**config.mk**
```make
export PLATFORM = sky130hd
export DESIGN_NAME = axi_issue_tracker_flat
export DESIGN_NICKNAME = d
export VERILOG_FILES = /design/src/rtl/axi_issue_tracker_if.sv /design/src/rtl/axi_issue_tracker.sv /design/src/flat_wrapper.sv
export SDC_FILE = /design/constraint.sdc
export NUM_CORES = 1
export LEC_CHECK = 0
export CAP_MARGIN = 40
export CORE_MARGIN = 10
export CORE_UTILIZATION = 38
export CTS_CLUSTER_SIZE = 8
export DETAILED_ROUTE_END_ITERATION = 12
export RECOVER_POWER = 100
export SETUP_SLACK_MARGIN = 0.05
export SLEW_MARGIN = 15
export SYNTH_ARGS = -nofsm -noshare
export SYNTH_HDL_FRONTEND = slang
export SYNTH_SLANG_ARGS = --single-unit
```
**constraint.sdc**
```tcl
create_clock -name clk -period 11.4 [get_ports clk]
set_clock_uncertainty 0.1 [all_clocks]
set_input_delay 2.28 -clock clk [delete_from_list [all_inputs] [get_ports clk]]
set_output_delay 2.28 -clock clk [all_outputs]
set_load 0.1 [all_outputs]
```
**src/rtl/axi_issue_tracker_if.sv**
```systemverilog
// rtl/axi_issue_tracker_if.sv - AXI read-path signals observed and driven by the issue tracker
interface axi_issue_tracker_if #(
  parameter int DATA_W = 64
);
  logic              m_axi_arvalid;
  logic              m_axi_arready;
  logic              m_axi_rvalid;
  logic              m_axi_rready;
  logic [DATA_W-1:0] m_axi_rdata;
  logic [1:0]        m_axi_rresp;

  modport master (
    output m_axi_arvalid, m_axi_arready, m_axi_rvalid, m_axi_rdata, m_axi_rresp,
    input  m_axi_rready
  );

  modport slave (
    input  m_axi_arvalid, m_axi_arready, m_axi_rvalid, m_axi_rdata, m_axi_rresp,
    output m_axi_rready
  );
endinterface

```
**src/rtl/axi_issue_tracker.sv**
```systemverilog
// rtl/axi_issue_tracker.sv - outstanding-AR tracker pairing R beats with tags in a FWFT post FIFO
// Optional rresp error capture enabled by defining ISSUE_RRESP_CHK_EN.
module axi_issue_tracker #(
  parameter  int DATA_W     = 64,
  parameter  int TAG_W      = 6,
  parameter  int MAX_OUT    = 2,
  parameter  int COLD       = 3,
  parameter  int POST_DEPTH = 8,
  localparam int OUT_W      = $clog2(MAX_OUT + 1),
  localparam int CNT_W      = $clog2(POST_DEPTH + 1)
) (
  input  logic                     clk,
  input  logic                     rstn,
  axi_issue_tracker_if.slave       axi,
  input  logic [TAG_W-1:0]         req_tag,
  output logic                     issue_busy,
  output logic                     issue_idle,
  output logic [OUT_W-1:0]         outstanding,
  input  logic                     post_rd,
  output logic [DATA_W+TAG_W-1:0]  post_data,
  output logic                     post_empty,
  output logic                     post_full,
  output logic [CNT_W-1:0]         post_count,
  output logic                     ovf_err,
  output logic                     rresp_err,
  output logic [TAG_W-1:0]         err_tag,
  input  logic                     err_clr
);

  localparam int TI_W = (MAX_OUT > 1) ? $clog2(MAX_OUT) : 1;
  localparam int CW   = (COLD > 0) ? $clog2(COLD + 1) : 1;
  localparam int PAW  = $clog2(POST_DEPTH);
  localparam int PW   = DATA_W + TAG_W;

  logic [OUT_W-1:0] outstanding_q, outstanding_d;
  logic [CW-1:0]    cold_q, cold_d;
  logic [TI_W-1:0]  tag_wr_q, tag_rd_q;
  logic [TAG_W-1:0] tag_mem_q [MAX_OUT];
  logic [PAW:0]     post_wr_q, post_rd_q;
  logic [PW-1:0]    post_mem_q [POST_DEPTH];
  logic             ovf_err_q, ovf_err_d;

  logic ar_hs, r_hs, out_full, tag_push, ovf, post_pop, credit_ok;
  logic [TAG_W-1:0] head_tag;

  assign ar_hs    = axi.m_axi_arvalid & axi.m_axi_arready;
  assign r_hs     = axi.m_axi_rvalid & axi.m_axi_rready;
  assign out_full = (outstanding_q == OUT_W'(MAX_OUT));
  // A full tag FIFO can still take a tag when a response frees the head slot this cycle.
  assign tag_push = ar_hs & (~out_full | r_hs);
  assign ovf      = ar_hs & out_full & ~r_hs;
  assign head_tag = tag_mem_q[tag_rd_q];

  function automatic logic [TI_W-1:0] tag_next(input logic [TI_W-1:0] p);
    return (p == TI_W'(MAX_OUT - 1)) ? '0 : p + TI_W'(1);
  endfunction

  always_comb begin
    outstanding_d = outstanding_q;
    if (tag_push && !r_hs)
      outstanding_d = outstanding_q + OUT_W'(1);
    else if (r_hs && !ar_hs)
      outstanding_d = outstanding_q - OUT_W'(1);
  end

  always_comb begin
    cold_d = cold_q;
    if (ar_hs)
      cold_d = CW'(COLD);
    else if (cold_q != '0)
      cold_d = cold_q - CW'(1);
  end

  always_comb begin
    ovf_err_d = ovf_err_q;
    if (err_clr)
      ovf_err_d = 1'b0;
    else if (ovf)
      ovf_err_d = 1'b1;
  end

  always_ff @(posedge clk or negedge rstn) begin
    if (!rstn) begin
      outstanding_q <= '0;
      cold_q        <= '0;
      tag_wr_q      <= '0;
      tag_rd_q      <= '0;
      post_wr_q     <= '0;
      post_rd_q     <= '0;
      ovf_err_q     <= 1'b0;
    end else begin
      outstanding_q <= outstanding_d;
      cold_q        <= cold_d;
      ovf_err_q     <= ovf_err_d;
      if (tag_push) tag_wr_q <= tag_next(tag_wr_q);
      if (r_hs)     tag_rd_q <= tag_next(tag_rd_q);
      if (r_hs)     post_wr_q <= post_wr_q + (PAW+1)'(1);
      if (post_pop) post_rd_q <= post_rd_q + (PAW+1)'(1);
    end
  end

  always_ff @(posedge clk) begin
    if (tag_push) tag_mem_q[tag_wr_q] <= req_tag;
    if (r_hs)     post_mem_q[post_wr_q[PAW-1:0]] <= {axi.m_axi_rdata, head_tag};
  end

  assign post_empty = (post_wr_q == post_rd_q);
  assign post_full  = (post_wr_q[PAW] != post_rd_q[PAW]) &&
                      (post_wr_q[PAW-1:0] == post_rd_q[PAW-1:0]);
  assign post_count = CNT_W'(post_wr_q - post_rd_q);
  assign post_pop   = post_rd & ~post_empty;
  // Gate the head with empty so post_data reads zero out of reset.
  assign post_data  = post_empty ? '0 : post_mem_q[post_rd_q[PAW-1:0]];

  assign credit_ok        = (int'(outstanding_q) + int'(post_count)) < POST_DEPTH;
  assign issue_busy       = out_full | (cold_q != '0) | ~axi.m_axi_arready | ~credit_ok;
  assign issue_idle       = (outstanding_q == '0) & (cold_q == '0) & axi.m_axi_arready;
  assign axi.m_axi_rready = (outstanding_q != '0) & ~post_full;
  assign outstanding      = outstanding_q;
  assign ovf_err          = ovf_err_q;

`ifdef ISSUE_RRESP_CHK_EN
  logic             rresp_err_q, rresp_err_d;
  logic [TAG_W-1:0] err_tag_q, err_tag_d;
  logic             bad_resp;

  assign bad_resp = r_hs & (axi.m_axi_rresp != 2'b00);

  always_comb begin
    rresp_err_d = rresp_err_q;
    err_tag_d   = err_tag_q;
    if (err_clr) begin
      rresp_err_d = 1'b0;
      err_tag_d   = '0;
    end else if (bad_resp) begin
      rresp_err_d = 1'b1;
      if (!rresp_err_q) err_tag_d = head_tag;
    end
  end

  always_ff @(posedge clk or negedge rstn) begin
    if (!rstn) begin
      rresp_err_q <= 1'b0;
      err_tag_q   <= '0;
    end else begin
      rresp_err_q <= rresp_err_d;
      err_tag_q   <= err_tag_d;
    end
  end

  assign rresp_err = rresp_err_q;
  assign err_tag   = err_tag_q;
`else
  logic unused_rresp;
  assign unused_rresp = ^axi.m_axi_rresp;
  assign rresp_err    = 1'b0;
  assign err_tag      = '0;
`endif

endmodule
```
**src/flat_wrapper.sv**
```systemverilog
// flat-port wrapper written by rule: the top's interface ports become plain ports
module axi_issue_tracker_flat 
#(
  parameter  int DATA_W     = 64,
  parameter  int TAG_W      = 6,
  parameter  int MAX_OUT    = 2,
  parameter  int COLD       = 3,
  parameter  int POST_DEPTH = 8,
  localparam int OUT_W      = $clog2(MAX_OUT + 1),
  localparam int CNT_W      = $clog2(POST_DEPTH + 1)
)
  (clk, rstn, req_tag, issue_busy, issue_idle, outstanding, post_rd, post_data, post_empty, post_full, post_count, ovf_err, rresp_err, err_tag, err_clr, axi_m_axi_arvalid, axi_m_axi_arready, axi_m_axi_rvalid, axi_m_axi_rdata, axi_m_axi_rresp, axi_m_axi_rready);
  axi_issue_tracker_if #(.DATA_W(DATA_W)) axi_i ();
  input  logic clk;
  input  logic rstn;
  input  logic [TAG_W-1:0] req_tag;
  output logic issue_busy;
  output logic issue_idle;
  output logic [OUT_W-1:0] outstanding;
  input  logic post_rd;
  output logic [DATA_W+TAG_W-1:0] post_data;
  output logic post_empty;
  output logic post_full;
  output logic [CNT_W-1:0] post_count;
  output logic ovf_err;
  output logic rresp_err;
  output logic [TAG_W-1:0] err_tag;
  input  logic err_clr;
  input wire logic [$bits(axi_i.m_axi_arvalid)-1:0] axi_m_axi_arvalid;
  input wire logic [$bits(axi_i.m_axi_arready)-1:0] axi_m_axi_arready;
  input wire logic [$bits(axi_i.m_axi_rvalid)-1:0] axi_m_axi_rvalid;
  input wire logic [$bits(axi_i.m_axi_rdata)-1:0] axi_m_axi_rdata;
  input wire logic [$bits(axi_i.m_axi_rresp)-1:0] axi_m_axi_rresp;
  output wire logic [$bits(axi_i.m_axi_rready)-1:0] axi_m_axi_rready;
  assign axi_i.m_axi_arvalid = axi_m_axi_arvalid;
  assign axi_i.m_axi_arready = axi_m_axi_arready;
  assign axi_i.m_axi_rvalid = axi_m_axi_rvalid;
  assign axi_i.m_axi_rdata = axi_m_axi_rdata;
  assign axi_i.m_axi_rresp = axi_m_axi_rresp;
  assign axi_m_axi_rready = axi_i.m_axi_rready;
  axi_issue_tracker #(.DATA_W(DATA_W), .TAG_W(TAG_W), .MAX_OUT(MAX_OUT), .COLD(COLD), .POST_DEPTH(POST_DEPTH)) u_core (.clk(clk), .rstn(rstn), .axi(axi_i), .req_tag(req_tag), .issue_busy(issue_busy), .issue_idle(issue_idle), .outstanding(outstanding), .post_rd(post_rd), .post_data(post_data), .post_empty(post_empty), .post_full(post_full), .post_count(post_count), .ovf_err(ovf_err), .rresp_err(rresp_err), .err_tag(err_tag), .err_clr(err_clr));
endmodule
```
Yosys cells after proc, flatten, opt, wreduce, memory -nomap -nowiden:

Memories as Yosys holds them, arrays and structs flattened.
Index checks and enable logic that the tools add are counted.

* bits in registers: 15
* RAM bits: 572
* memories: 2

Memories
* u_core.post_mem_q: depth 8, width 70, rd ports 1, clocked after Yosys merged registers in 0, write ports 1, RTL line axi_issue_tracker.sv:40 `logic [PW-1:0] post_mem_q [POST_DEPTH];`
* u_core.tag_mem_q: depth 2, width 6, rd ports 1, clocked after Yosys merged registers in 0, write ports 1, RTL line axi_issue_tracker.sv:38 `logic [TAG_W-1:0] tag_mem_q [MAX_OUT];`

* add/sub/neg operators: 9
* magnitude comparators: 1
* equality and inequality tests: 4
* mux-type cells: 13
* bitwise gates (word level): 19
* reduce and logical (&&, ||, !) cells: 12

Operators with widths (number)
* two-way mux 70 bit: 1
* < comparator 32 x 5 -> 1 bit (second input constant): 1
* nonzero test 2 bit: 5
* AND 1 bit: 9
* adder 4 x 1 -> 4 bit (second input constant): 2
* two-way mux 1 bit: 8
* two-way mux 2 bit: 4
* inverter 1 bit: 6
* adder 2 x 4 -> 5 bit: 1
* equality test 4 bit: 1
* zero test 2 bit: 2
* bitwise OR 1 bit: 4
* subtractor 2 x 1 -> 2 bit (second input constant): 2
* subtractor 4 bit: 1
* equality test 3 bit: 1
* logical AND 1 bit: 3
* adder 1 bit (second input constant): 2
* adder 2 x 1 -> 2 bit (second input constant): 1
* equality test 2 bit (second input constant): 1
* zero test 1 bit: 2
* inequality test 1 bit: 1

Logic depth before layout (Yosys ltp):

* depth after elaboration: 9
* mapped depth: 10
* depth with buffers taken out: 8

Worst setup path after synthesis:

OpenSTA, ideal clock, no wires.

* path kind: input-to-reg
* start: input axi_m_axi_rvalid
* end: memory u_core.post_mem_q[0][0] (netlist name) (enable)
* library setup time: 671 ps
* arrival: 9305 ps
* required time: 10629 ps
* setup slack: 1325 ps
* stages on the path: 3
* buffers on the path: 0
* cells stage by stage: o21ai_2 or2_2 nor4_1

* word-level cells in the longest chain between the ends: 3

RTL lines
* start, declared: RTL line flat_wrapper.sv:31 `input wire logic [$bits(axi_i.m_axi_rvalid)-1:0] axi_m_axi_rvalid;`
* AND 1 bit: RTL line axi_issue_tracker.sv:47 `assign r_hs = axi.m_axi_rvalid & axi.m_axi_rready;`
* two-way mux 1 bit: RTL line axi_issue_tracker.sv:104 `if (r_hs) post_mem_q[post_wr_q[PAW-1:0]] <= {axi.m_axi_rdata, head_tag};`
* two-way mux 1 bit (not written as such): RTL line axi_issue_tracker.sv:104
* end, declared: RTL line axi_issue_tracker.sv:40

No other way between the ends.

Worst setup path after layout:

* start: register u_core.post_rd_q[0]
* end: output post_data[40]

* word-level cells in the longest chain between the ends: 2
* elaborated cells between the ends (all ways): 3

RTL lines
* start, declared: RTL line axi_issue_tracker.sv:39 `logic [PAW:0] post_wr_q, post_rd_q;`
* start signal, assigned: RTL line axi_issue_tracker.sv:98 `if (post_pop) post_rd_q <= post_rd_q + (PAW+1)'(1);`
* memory (8 x 70 bit) / equality test 4 bit (equally long branches)
* two-way mux 70 bit *: RTL line axi_issue_tracker.sv:113 `assign post_data = post_empty ? '0 : post_mem_q[post_rd_q[PAW-1:0]];`
* end, declared: RTL line flat_wrapper.sv:21 `output logic [DATA_W+TAG_W-1:0] post_data;`

Every way passes the cells marked *; elsewhere a longest branch is shown, timed or not.

==> results.toml <==
[global_routing]
grt_pass1_vias = 11900
grt_pass1_wl_um = 74300
grt_max_degree = 51
grtUsageTotal_pct = 14.2
grt_overflow = 0
antenna_found_initial = 8

[job]
drv_cap = 18

[route]
drc = 0
drt_iter0_markers = 827
wirelength_met1_um = 21000
wl_per_cell_um = 24.1
routed_via_density = 5.26
highest_layer = "met5"
drtAntennaViolNets = 0
vias = 10700
finalWirelength_um = 49000
wl_met3_um = 2680
dr.pass1.iters = 4
met2_length_um = 24300

[placed_design]
place_area_um2 = 26300
dp_hpwl_um = 26900
portBuffers = 158
gp_congestion = 0.697
dp.cells = 1929

[min_path]
holdPathStages = 1
hp-class = "reg2reg"
hold_start = "u_core.tag_wr_q"
hold_end = "u_core.tag_wr_q"

[critical_path]
worst-path-buf-inv = 3
path_cells = "ha_1 -> nand3_1 -> nor2_1 -> nor2_1 -> clkbuf_1 -> a22o_1 -> clkdlybuf4s50_1 -> clkbuf_1"
r2r_slack_ps = 4020
cp_top_family = "buffers and inverters"
cp-start-kind = "flop"
critical_path.max_fanout = 19
worstPathArrival_ps = 6410
critical-path-slowest-cell = "nor2_1"
cp-end-kind = "primary output"
slowest_delay_ps = 1250
rr_startpoint = "u_core.post_rd_q[0]"
critical_path_class = "reg2out"
r2r-end = "u_core.post_mem_q[2][40]"
r2r_cells = 7
worstPathRequired_ps = 9020

[synth]
yosysSeqAreaShare_pct = 78.6
synthTopCellsByArea = "edfxtp_1 (77%), mux4_2 (14%), a22o_1 (2.7%), dfrtp_1 (1.7%), buf_2 (0.63%)"
yosysMostFrequentCell = "edfxtp_1"
post_synth_num_cell_types = 40
synth_async_sr_flop_share_pct = 2.56
ys.flop_type = "edfxtp_1"
synthCells = 945
postSynthAreaPerCell_um2 = 23.6
yosys-top-cells-count = "edfxtp_1 (572), mux4_2 (140), a22o_1 (70)"
synth_edf_count = 572
synth_area_um2 = 22300
synth_top_area_share_pct = 77.0
ys_ff_latch = 587
synth_warnings = 0
synth_top_cell_by_area = "edfxtp_1"

[floorplan]
die_h_um = 262
die_w_um = 262
coreArea_um2 = 57900
initial_core_util_pct = 38.5
die_area_um2 = 68800
ios = 168
rows = 88

[timing]
fmax_mhz = 114
hold_violations = 0
whs_ps = 394
setup_tns_ps = 0
maxSlewViolCount = 596
finalSetupViolCount = 0
period_share_pct = 77.1
tightest_slew_ps = 3320
slew_headroom_pct = -121
rsz0062_at_grt = "no"
fin_crit_ps = 8790

[clock_tree]
cts_root_buf = "clkbuf_16"
clock_latency_ps = 590
cts_buffer_depth = 3
ctsResizeCount = 0
cts-buffers-inserted = 83
cts_num_sinks = 587
cts_tree = "built"
hold_buffers = 0
clk_pin_slew_worst_paths_ps = 50
htree_levels = 3
post-cts-setup-buffer-count = 0

[cells_and_area]
area_delta_synth_final_pct = 24.8
layout-drive-gt1-share_pct = 21.9
nets = 1336
design_area_um2 = 27900
fin_cells = 2035

[status]
status = "complete, but fails checks"
violations = "max-capacitance violations, max-slew violations"
[worst max-delay path by stage]
| stage | from | to | depth (start not counted) |
|---|---|---|---|
| finish | u_core.post_rd_q[0] | post_data[40] | 8 |
| global route | u_core.post_rd_q[0] | post_data[58] | 8 |
| CTS | u_core.post_rd_q[0] | post_data[64] | 7 |
| detailed placement | axi_m_axi_arready | issue_busy | 5 |
| global placement | u_core.post_rd_q[1] | post_data[62] | 8 |
| floorplan | axi_m_axi_rvalid | u_core.post_mem_q[0][0] | 3 |
[layout by cell type, fill, tap and decap left out, types with 6 or more instances in the layout]
cell,count
mux4_2,140
clkdlybuf4s50_1,68
buf_16,18
inv_1,9
a22o_1,70
ha_1,7
xor2_1,6
buf_4,7
clkbuf_16,86
buf_8,18
nor2_1,9
edfxtp_1,572
conb_1,7
xnor2_1,7
clkbuf_1,82
dlygate4sd3_1,90
dfrtp_1,14
mux2_1,6
nand2_1,9
[through the flow]
step	utilization, %	worst slack (ps)
4_1_cts	49.3	4570
5_1_grt	48.1	2190
3_5_place_dp	45.5	5030
2_1_floorplan	-	1320
6_report	48.1	2610
3_3_place_gp	42.8	4430
[routing by layer]
layer / up-vias / track usage [%]
li1: 4622 / -
met1: 5717 / 18.2
met2: 279 / 23.3
met3: 79 / 3.50
met4: 8 / 4.66
met5: - / 0
[cell type report]
class	count	area [um2]
fill	4774	30100
clock inverter	2	20.0
antenna	2	5.00
multi-input combinational	300	4420
inverter	9	33.8
clock buffer	102	2220
timing repair buffer	268	2650
tap	765	957
sequential	587	17600
[worst reg2reg max path: stages (launching register included)]
cell	delay (ps)
dfrtp_1	1130
ha_1	410
nand3_1	170
o221a_1	360
nand2_1	180
nor3_1	370
clkbuf_1	1750
clkbuf_1	2420
[state kept, by name, indices dropped and copies added (netlist names)]
signal,cells
u_core.cold_q,2
u_core.outstanding,2
u_core.ovf_err,1
u_core.post_mem_q,560
u_core.post_rd_q,4
u_core.post_wr_q,4
u_core.tag_mem_q,12
u_core.tag_rd_q,1
u_core.tag_wr_q,1
[cell families (layout without fill, tap and decap cells)]
family	count (synthesis)	in the layout	synth area share [%]
buffers and inverters	64	381	1.69
adders and majority gates	8	8	0.482
muxes	148	148	14.5
xor gates and xnor gates	14	14	0.583
and+or+nand+nor	40	40	0.919
AOI/OAI and AO/OA	83	83	3.14
DFF	587	587	78.6
other	1	9	0.0168
Power is left out: the tool's default activity adds up to more than one toggle a clock period on the data nets, which glitch-free logic cannot reach.
